[src/rtl/approx_max_stream.sv]
// approx_max_stream: framed streaming max/argmax tracker with a per-frame
// selectable exact or approximate (DROP LSBs ignored) comparison.
module approx_max_stream #(
  parameter int unsigned WIDTH = 8,
  parameter int unsigned IDX_W = 8,
  parameter int unsigned DROP  = 2
) (
  input  logic             clk,
  input  logic             rst_n,
  input  logic             approx_en,
  input  logic             in_valid,
  output logic             in_ready,
  input  logic [WIDTH-1:0] in_data,
  input  logic             in_last,
  output logic             out_valid,
  input  logic             out_ready,
  output logic [WIDTH-1:0] out_max,
  output logic [IDX_W-1:0] out_idx,
  output logic             out_ovf,
  output logic             out_mode
);

  typedef enum logic [1:0] {IDLE, ACC, HOLD} state_t;

  state_t           state, state_n;
  logic [WIDTH-1:0] best, best_n;
  logic [IDX_W-1:0] best_idx, best_idx_n;
  logic [IDX_W:0]   pos, pos_n;
  logic             mode_r, mode_n;
  logic             ovf_r, ovf_n;
  logic             out_valid_n, out_ovf_n, out_mode_n;
  logic [WIDTH-1:0] out_max_n;
  logic [IDX_W-1:0] out_idx_n;
  logic             accept;

  // Comparison key: approximate mode discards the DROP least significant bits.
  function automatic logic [WIDTH-1:0] key(input logic m, input logic [WIDTH-1:0] x);
    return m ? (x >> DROP) : x;
  endfunction

  assign in_ready = (state != HOLD);
  assign accept   = in_valid && in_ready;

  // Next-state and next-value logic for the tracker and the result registers.
  always_comb begin
    state_n     = state;
    best_n      = best;
    best_idx_n  = best_idx;
    pos_n       = pos;
    mode_n      = mode_r;
    ovf_n       = ovf_r;
    out_valid_n = out_valid;
    out_max_n   = out_max;
    out_idx_n   = out_idx;
    out_ovf_n   = out_ovf;
    out_mode_n  = out_mode;
    case (state)
      IDLE: begin
        if (accept) begin
          best_n     = in_data;
          best_idx_n = '0;
          pos_n      = (IDX_W+1)'(1);
          mode_n     = approx_en;
          ovf_n      = 1'b0;
          state_n    = in_last ? HOLD : ACC;
        end
      end
      ACC: begin
        if (accept) begin
          // pos MSB set means the position has saturated past the last indexable slot.
          if (!pos[IDX_W]) begin
            if (key(mode_r, in_data) > key(mode_r, best)) begin
              best_n     = in_data;
              best_idx_n = pos[IDX_W-1:0];
            end
            pos_n = pos + 1'b1;
          end else begin
            ovf_n = 1'b1;
          end
          if (in_last) state_n = HOLD;
        end
      end
      HOLD: begin
        if (out_ready) begin
          out_valid_n = 1'b0;
          state_n     = IDLE;
        end
      end
      default: state_n = IDLE;
    endcase
    // The final beat is folded into best before the result is captured.
    if (accept && in_last) begin
      out_valid_n = 1'b1;
      out_max_n   = best_n;
      out_idx_n   = best_idx_n;
      out_ovf_n   = ovf_n;
      out_mode_n  = mode_n;
    end
  end

  // State, tracker and result registers with asynchronous active-low reset.
  always_ff @(posedge clk or negedge rst_n) begin
    if (!rst_n) begin
      state     <= IDLE;
      best      <= '0;
      best_idx  <= '0;
      pos       <= '0;
      mode_r    <= 1'b0;
      ovf_r     <= 1'b0;
      out_valid <= 1'b0;
      out_max   <= '0;
      out_idx   <= '0;
      out_ovf   <= 1'b0;
      out_mode  <= 1'b0;
    end else begin
      state     <= state_n;
      best      <= best_n;
      best_idx  <= best_idx_n;
      pos       <= pos_n;
      mode_r    <= mode_n;
      ovf_r     <= ovf_n;
      out_valid <= out_valid_n;
      out_max   <= out_max_n;
      out_idx   <= out_idx_n;
      out_ovf   <= out_ovf_n;
      out_mode  <= out_mode_n;
    end
  end

endmodule

[config.mk]
export PLATFORM = sky130hd
export DESIGN_NAME = approx_max_stream
export DESIGN_NICKNAME = d
export VERILOG_FILES = /design/src/rtl/approx_max_stream.sv
export SDC_FILE = /design/constraint.sdc
export NUM_CORES = 1
export LEC_CHECK = 0
export CORE_MARGIN = 4
export CORE_UTILIZATION = 55
export CTS_CLUSTER_SIZE = 14
export DETAILED_ROUTE_END_ITERATION = 10
export GPL_TIMING_DRIVEN = 0
export PLACE_DENSITY = 0.83
export SYNTH_ARGS = -nofsm -noshare
export SYNTH_HDL_FRONTEND = slang
export SYNTH_SLANG_ARGS = --single-unit
[constraint.sdc]
create_clock -name clk -period 3 [get_ports clk]
set_input_delay 0.45 -clock clk [delete_from_list [all_inputs] [get_ports clk]]
set_output_delay 0.45 -clock clk [all_outputs]
set_load 0.02 [all_outputs]
==> impl_results.md, run 1 <==
- Fill cells: 405
- Fraction of registers with async set or reset after synthesis: 100.0%
- Number of synthesized register bits: 48
- CP max-delay cell: dfrtp_1
- First-pass iteration count of the detailed router: 4
- Req. time, crit path: 3180 ps
- Initial Util: 58.08%
- Hpwl dp: 4.993 mm
- Final core utilization: 69.35%
- Finish-stage setup viols: 0
- Crit path kind: reg2reg
- CTS tree: yes
- Max-cap violations: 0
- Tot GR Track Use: 23.59%
- Post-synth top area share: 42.93%
- Slew Limit Fails: 0
- Crit path capture type: flop
- Most frequent cells in the layout: dfrtp_1, nor2_1, clkdlybuf4s50_1
- F_max: around 360 MHz
- Count of cell types in the netlist: 44
- EDFF count, synth: 0
- Pre-CTS WS: -67.98 ps
- Pwr Density: 766.5 nW/um^2
- Part of the cycle the worst path needs: 93.39%
- Clock root buffer: clkbuf_8
- Buf/Inv on CP: 2
- Initial antenna violation count: 0
- Cell Area, Synth: 2798 um^2
- First-pass GRT wire length: 11.52 mm
- Ant. Diodes: 0
- Synth-to-Final Area Change: 19.41%
- Worst-path clk slew: around 100 ps
- Layout cells sized above 1: 12.46%
- Setup TNS: 0 ps
- Post-CTS Setup Inserts: 0
- Vias per cell: 6.104
- DRT antenna net count: 0
- Max IR drop VDD: about 0.5 mV
- Most common cell after layout, fill and taps aside: dfrtp_1
- Critical path, cell by cell: buf_2 > mux2i_1 > ha_1 > a41o_1 > a21oi_1 > nor3_4 > buf_4 > o211ai_1 > a31oi_1
- Startpoint Class: flop
- Clk Latency, worst-skew pair: 310 ps
- Top delay family on crit path: compound AO/OA/AOI/OAI gates
- Clock Path Buffers: 2
- CTS H-tree depth: 2
- Hold Violations, Final: 0
- Layout Nets: 359
- Clock skew: 7.310 ps
- Syn. warnings: 0
- Routability cong.: 0.8583
- Hold Crit Class: in2async
- Critical Path Max Stage Delay: 560 ps
- Total global routing overflow: 0
- Syn Nets: 319
- CP max FO: 10
- Main synth FF type: dfrtp_1
- Non-filler cells, final: between 400 and 500
- Die Ht: 79.32 um
- RSZ-0062 raised after global routing: false
- Initial DRC count: around 180
- Core area: 4817 um^2
- Die X: between 70 and 80 um
- WL final: 6.958 mm
- Number of global-route vias before repair: 2,358
- Mean Syn Cell Area: 9.452 um^2
- Tmin final: 2802 ps
- Synth area leader: dfrtp_1
- Largest net degree at the start of global routing: 31
- Die area: approximately 6300 um^2
- Placed cell count: 397
- CTS sink count: 48
- Status: finished, final reports clean
- Num ports: 34
- Mapped Cells: between 200 and 300
- Worst-margin pin slew: 532.1 ps
- Placement Rows: 25
- WP data arrival: a little under 3000 ps
- Synth area leaders: dfrtp_1, nor2_1, ha_1
- Total Power: ~2.6 mW
- IO buf count: 33
- Num CTS Buffers: 5
- Sequential-to-total area share from yosys stat: 42.93%
- WL/cell: 17.22 um
- PnR worst setup slack: ~200 ps
- Slew HR: 64.52%
- Via count: 2,466
- Static Leakage: 1.463 nW
- # DRC: 0
stage by stage:
stage,cell area [um^2],hold WS [ps]
5_1_grt,3341,95.65
6_report,3341,70.80
3_3_place_gp,3212,471.4
4_1_cts,3344,80.90
2_1_floorplan,2798,154.4
3_5_place_dp,3227,422.4
final timing paths:
path / from / endpoint / slack [ps] / cells past startpoint
worst max-delay path: mode_r / out_idx[5] / 200 / 9
worst min-delay path: rst_n / best_idx[1] / 70 / 1
worst max register to register: mode_r / out_idx[5] / 200 / 9
worst min register to register: out_valid / out_valid / 490 / 2
max in group asynchronous: rst_n / best[6] / 2420 / 2
min in group clk: out_valid / out_valid / 490 / 2
cell type report:
cell class | count | area (um^2) | share of cell area [%]
Clock inverter | 3 | 47.55 | 1.423
Buffer | 18 | 102.6 | 3.071
Timing Repair Buffer | 34 | 345.3 | 10.34
Sequential cell | 48 | 1201 | 35.96
Clock buffer | 5 | 68.82 | 2.060
Multi-Input combinational cell | 228 | 1483 | 44.38
Inverter | 1 | 8.758 | 0.2622
Tap cell | 67 | 83.83 | 2.509
state kept, by name, summed over array words and instances (netlist names):
| register | flops |
|---|---|
| best | 8 |
| best_idx | 8 |
| mode_r | 1 |
| out_idx | 8 |
| out_max | 8 |
| out_mode | 1 |
| out_ovf | 1 |
| out_valid | 1 |
| ovf_r | 1 |
| pos | 9 |
| state | 2 |
logic make-up after synthesis:
group	Yosys count	share of synthesized area [%]
AOI/OAI and AO/OA	79	19.90
adders and majority gates	9	4.025
buffers and inverters	20	4.069
DFF	48	42.93
muxes	17	6.485
and+or+nand+nor	123	22.59
metal layers:
layer  share of wire (%)  vias up  GRT usage [%]
met5                   0        -              0
met3                 5.3       14          4.195
li1                    -     1181              -
met1                  47     1199          33.48
met2                  46       72          35.35
met4                 1.4        0          10.14
repair_timing:
action,CTS,global route
gates resized for setup,1,0
hold buffers,0,0
endpoints found under the setup margin,15,23
Yosys cell counts, types with 3 or more instances:
master / number
a21oi_1: 21
nor2_1: 34
a31oi_1: 16
mux2_2: 9
nand4_1: 10
clkbuf_1: 6
mux2i_1: 8
nor2b_1: 13
o211ai_1: 15
nand2b_1: 5
dfrtp_1: 48
or3_1: 3
buf_2: 5
nand3_1: 20
a22o_1: 7
nand2_1: 26
ha_1: 9
a211oi_1: 8
where the power goes:
group	internal, mW	total, mW	switching, mW
clock network	0.251	0.492	0.240
logic	0.485	1.08	0.594
registers	0.811	0.990	0.179
total	1.55	2.56	1.01
Note: power is estimated with default switching activity, not from simulation.
==> inputs of run 2 (changes only) <==
--- a/config.mk
+++ b/config.mk
@@ -5,12 +5,13 @@
 export SDC_FILE = /design/constraint.sdc
 export NUM_CORES = 1
 export LEC_CHECK = 0
+export ABC_CLOCK_PERIOD_IN_PS = 3000
 export CORE_MARGIN = 4
-export CORE_UTILIZATION = 55
+export CORE_UTILIZATION = 45
 export CTS_CLUSTER_SIZE = 14
 export DETAILED_ROUTE_END_ITERATION = 10
 export GPL_TIMING_DRIVEN = 0
-export PLACE_DENSITY = 0.83
+export PLACE_DENSITY = 0.71
 export SYNTH_ARGS = -nofsm -noshare
 export SYNTH_HDL_FRONTEND = slang
 export SYNTH_SLANG_ARGS = --single-unit
==> impl_results.md, run 2 (synthesis results as in run 1) <==
- Static Leakage: 1.463 nW (about the same)
- Final hold slack: 139.2 ps (+68.43 ps)
- Die area: 7543 um^2 (+20%)
- Clk Latency, worst-skew pair: 310 ps (about the same)
- Clock root buffer: clkbuf_8
- Routability cong.: 0.8484 (-1.2%)
- Req. time, crit path: 3230 ps (+50 ps)
- Most frequent cells in the layout: dfrtp_1, nor2_1, clkdlybuf4s50_1
- WL final: 6.617 mm (-4.9%)
- CTS H-tree depth: 2 (unchanged)
- IO buf count: 33 (unchanged)
- Layout cells sized above 1: 12.46% (unchanged)
- Pwr Density: 755.5 nW/um^2 (-1.4%)
- Clock skew: 8.446 ps (+1.136 ps)
- Met1 WL: 2.947 mm (-11%)
- Num CTS Buffers: 5 (unchanged)
- Crit path capture type: flop
- Status: finished, final reports clean
- Post-CTS Setup Inserts: 0 (unchanged)
- CP max FO: 10 (unchanged)
- Top layer in use: met4
- Met2 wire len: 3.242 mm (+1.8%)
- Metal3 WL: 313 um (-16%)
- Max IR drop VDD: 0.3496 mV (-30%)
- Worst-margin pin slew: 607.8 ps (+75.67 ps)
- Final core utilization: 56.04% (-13 points)
- Clock Path Buffers: 2 (unchanged)
- Layout Nets: 359 (unchanged)
- Ant. Diodes: 0 (unchanged)
- Placed Area: 3244 um^2 (+0.54%)
- Placement Rows: 28 (+12%)
- Final Instance Area: 3357 um^2 (+0.49%)
- Vias per cell: 5.828 (-4.5%)
- Crit path kind: reg2reg
- Hpwl dp: 4.940 mm (-1.1%)
- Hold Crit Class: in2async
- Worst-path clk slew: 100 ps (about the same)
- Largest net degree at the start of global routing: 26 (-16%)
- Tmin final: 2700 ps (-101.9 ps)
- WP data arrival: 2930 ps (-50 ps)
- Total global routing overflow: 0 (unchanged)
- Total Power: 2.536 mW (-0.95%)
- Synth-to-Final Area Change: 19.99%
- Core area: 5991 um^2 (+24%)
- Initial Util: 46.70% (-11 points)
- CTS sink count: 48 (unchanged)
- Die X: 86.85 um (+9.5%)
- WL/cell: 16.06 um (-6.7%)
- Top reg by flops: pos
- Die Ht: 86.85 um (+9.5%)
- Finish-stage setup viols: 0 (unchanged)
- Via count: 2,401 (-2.6%)
- Startpoint Class: flop
- Initial antenna violation count: 0 (unchanged)
- Hold Violations, Final: 0 (unchanged)
- RSZ-0062 raised after global routing: false
- F_max: 370.4 MHz (+3.8%)
- Tot GR Track Use: 19.65% (-3.9 points)
- First-pass GRT wire length: 11.79 mm (+2.3%)
- Slew Limit Fails: 0 (unchanged)
- Part of the cycle the worst path needs: 90.00% (-3.4 points)
- CTS tree: yes
- Most common cell after layout, fill and taps aside: dfrtp_1
- # DRC: 0 (unchanged)
- Max-cap violations: 0 (unchanged)
- Num ports: 34 (unchanged)
- Number of global-route vias before repair: 2,460 (+4.3%)
- Slew HR: 59.48% (-5.0 points)
- Initial DRC count: 90 (-51%)
- Max reg flops: 9 (unchanged)
- DRT antenna net count: 0 (unchanged)
- First-pass iteration count of the detailed router: 4 (unchanged)
## run 2: cell types whose count changed in the layout (fill, tap and decap cells not counted)
| cell | previous run | this run |
|---|---|---|
| buf_12 | 1 | 0 |
| buf_16 | 0 | 1 |
| clkinv_4 | 3 | 1 |
| clkinvlp_4 | 0 | 1 |
| inv_6 | 0 | 1 |
## run 2: through the flow
stage | cells | setup TNS, ps | setup WS [ps]
finish | 412 | 0 | 300.1
CTS | 413 | 0 | 89.63
floorplan | 296 | 0 | 447.4
global placement | 404 | -45.34 | -24.28
detailed placement | 405 | -301.6 | -99.59
global route | 412 | 0 | 82.58
## run 2: power by group
| group | total [mW] | internal [mW] | switching, mW |
|---|---|---|---|
| registers | 0.979 | 0.811 | 0.168 |
| clock network | 0.483 | 0.251 | 0.232 |
| logic | 1.07 | 0.487 | 0.587 |
## run 2: worst max-delay path: stages (launching register included)
cell	delay, ps
dfrtp_1	560
buf_2	320
mux2i_1	220
ha_1	260
nor2b_1	140
o211ai_1	340
a211o_1	370
nand4_1	180
a31oi_1	230
## run 2: what timing repair did
item | 4_1_cts | 5_1_grt
endpoints found under the setup margin | 10 | 18
hold buffers | 0 | 0
resized for setup | 1 | 0
## run 2: path summary, 6_finish.rpt
path	startpoint	endpoint	slack, ps	depth (start not counted)
max	mode_r	out_max[7]	300	8
min	rst_n	out_idx[3]	140	1
max reg2reg	mode_r	out_max[7]	300	8
min reg2reg	out_valid	out_valid	490	2
max in group asynchronous	rst_n	best[3]	2330	2
min in group clk	out_valid	out_valid	490	2
## run 2: routing by layer
metal,global-route usage [%],vias up
met5,0,-
met4,6.091,0
met3,3.690,13
met2,31.95,59
met1,26.50,1153
li1,-,1176
## run 2: cell type report
cell class / instances / area, um^2
Sequential cell: 48 / 1201
Buffer: 18 / 102.6
Clock inverter: 3 / 46.29
Clock buffer: 5 / 68.82
Multi-Input combinational cell: 228 / 1483
Fill cell: 556 / 2634
Tap cell: 75 / 93.84
Inverter: 1 / 8.758
Timing Repair Buffer: 34 / 352.8
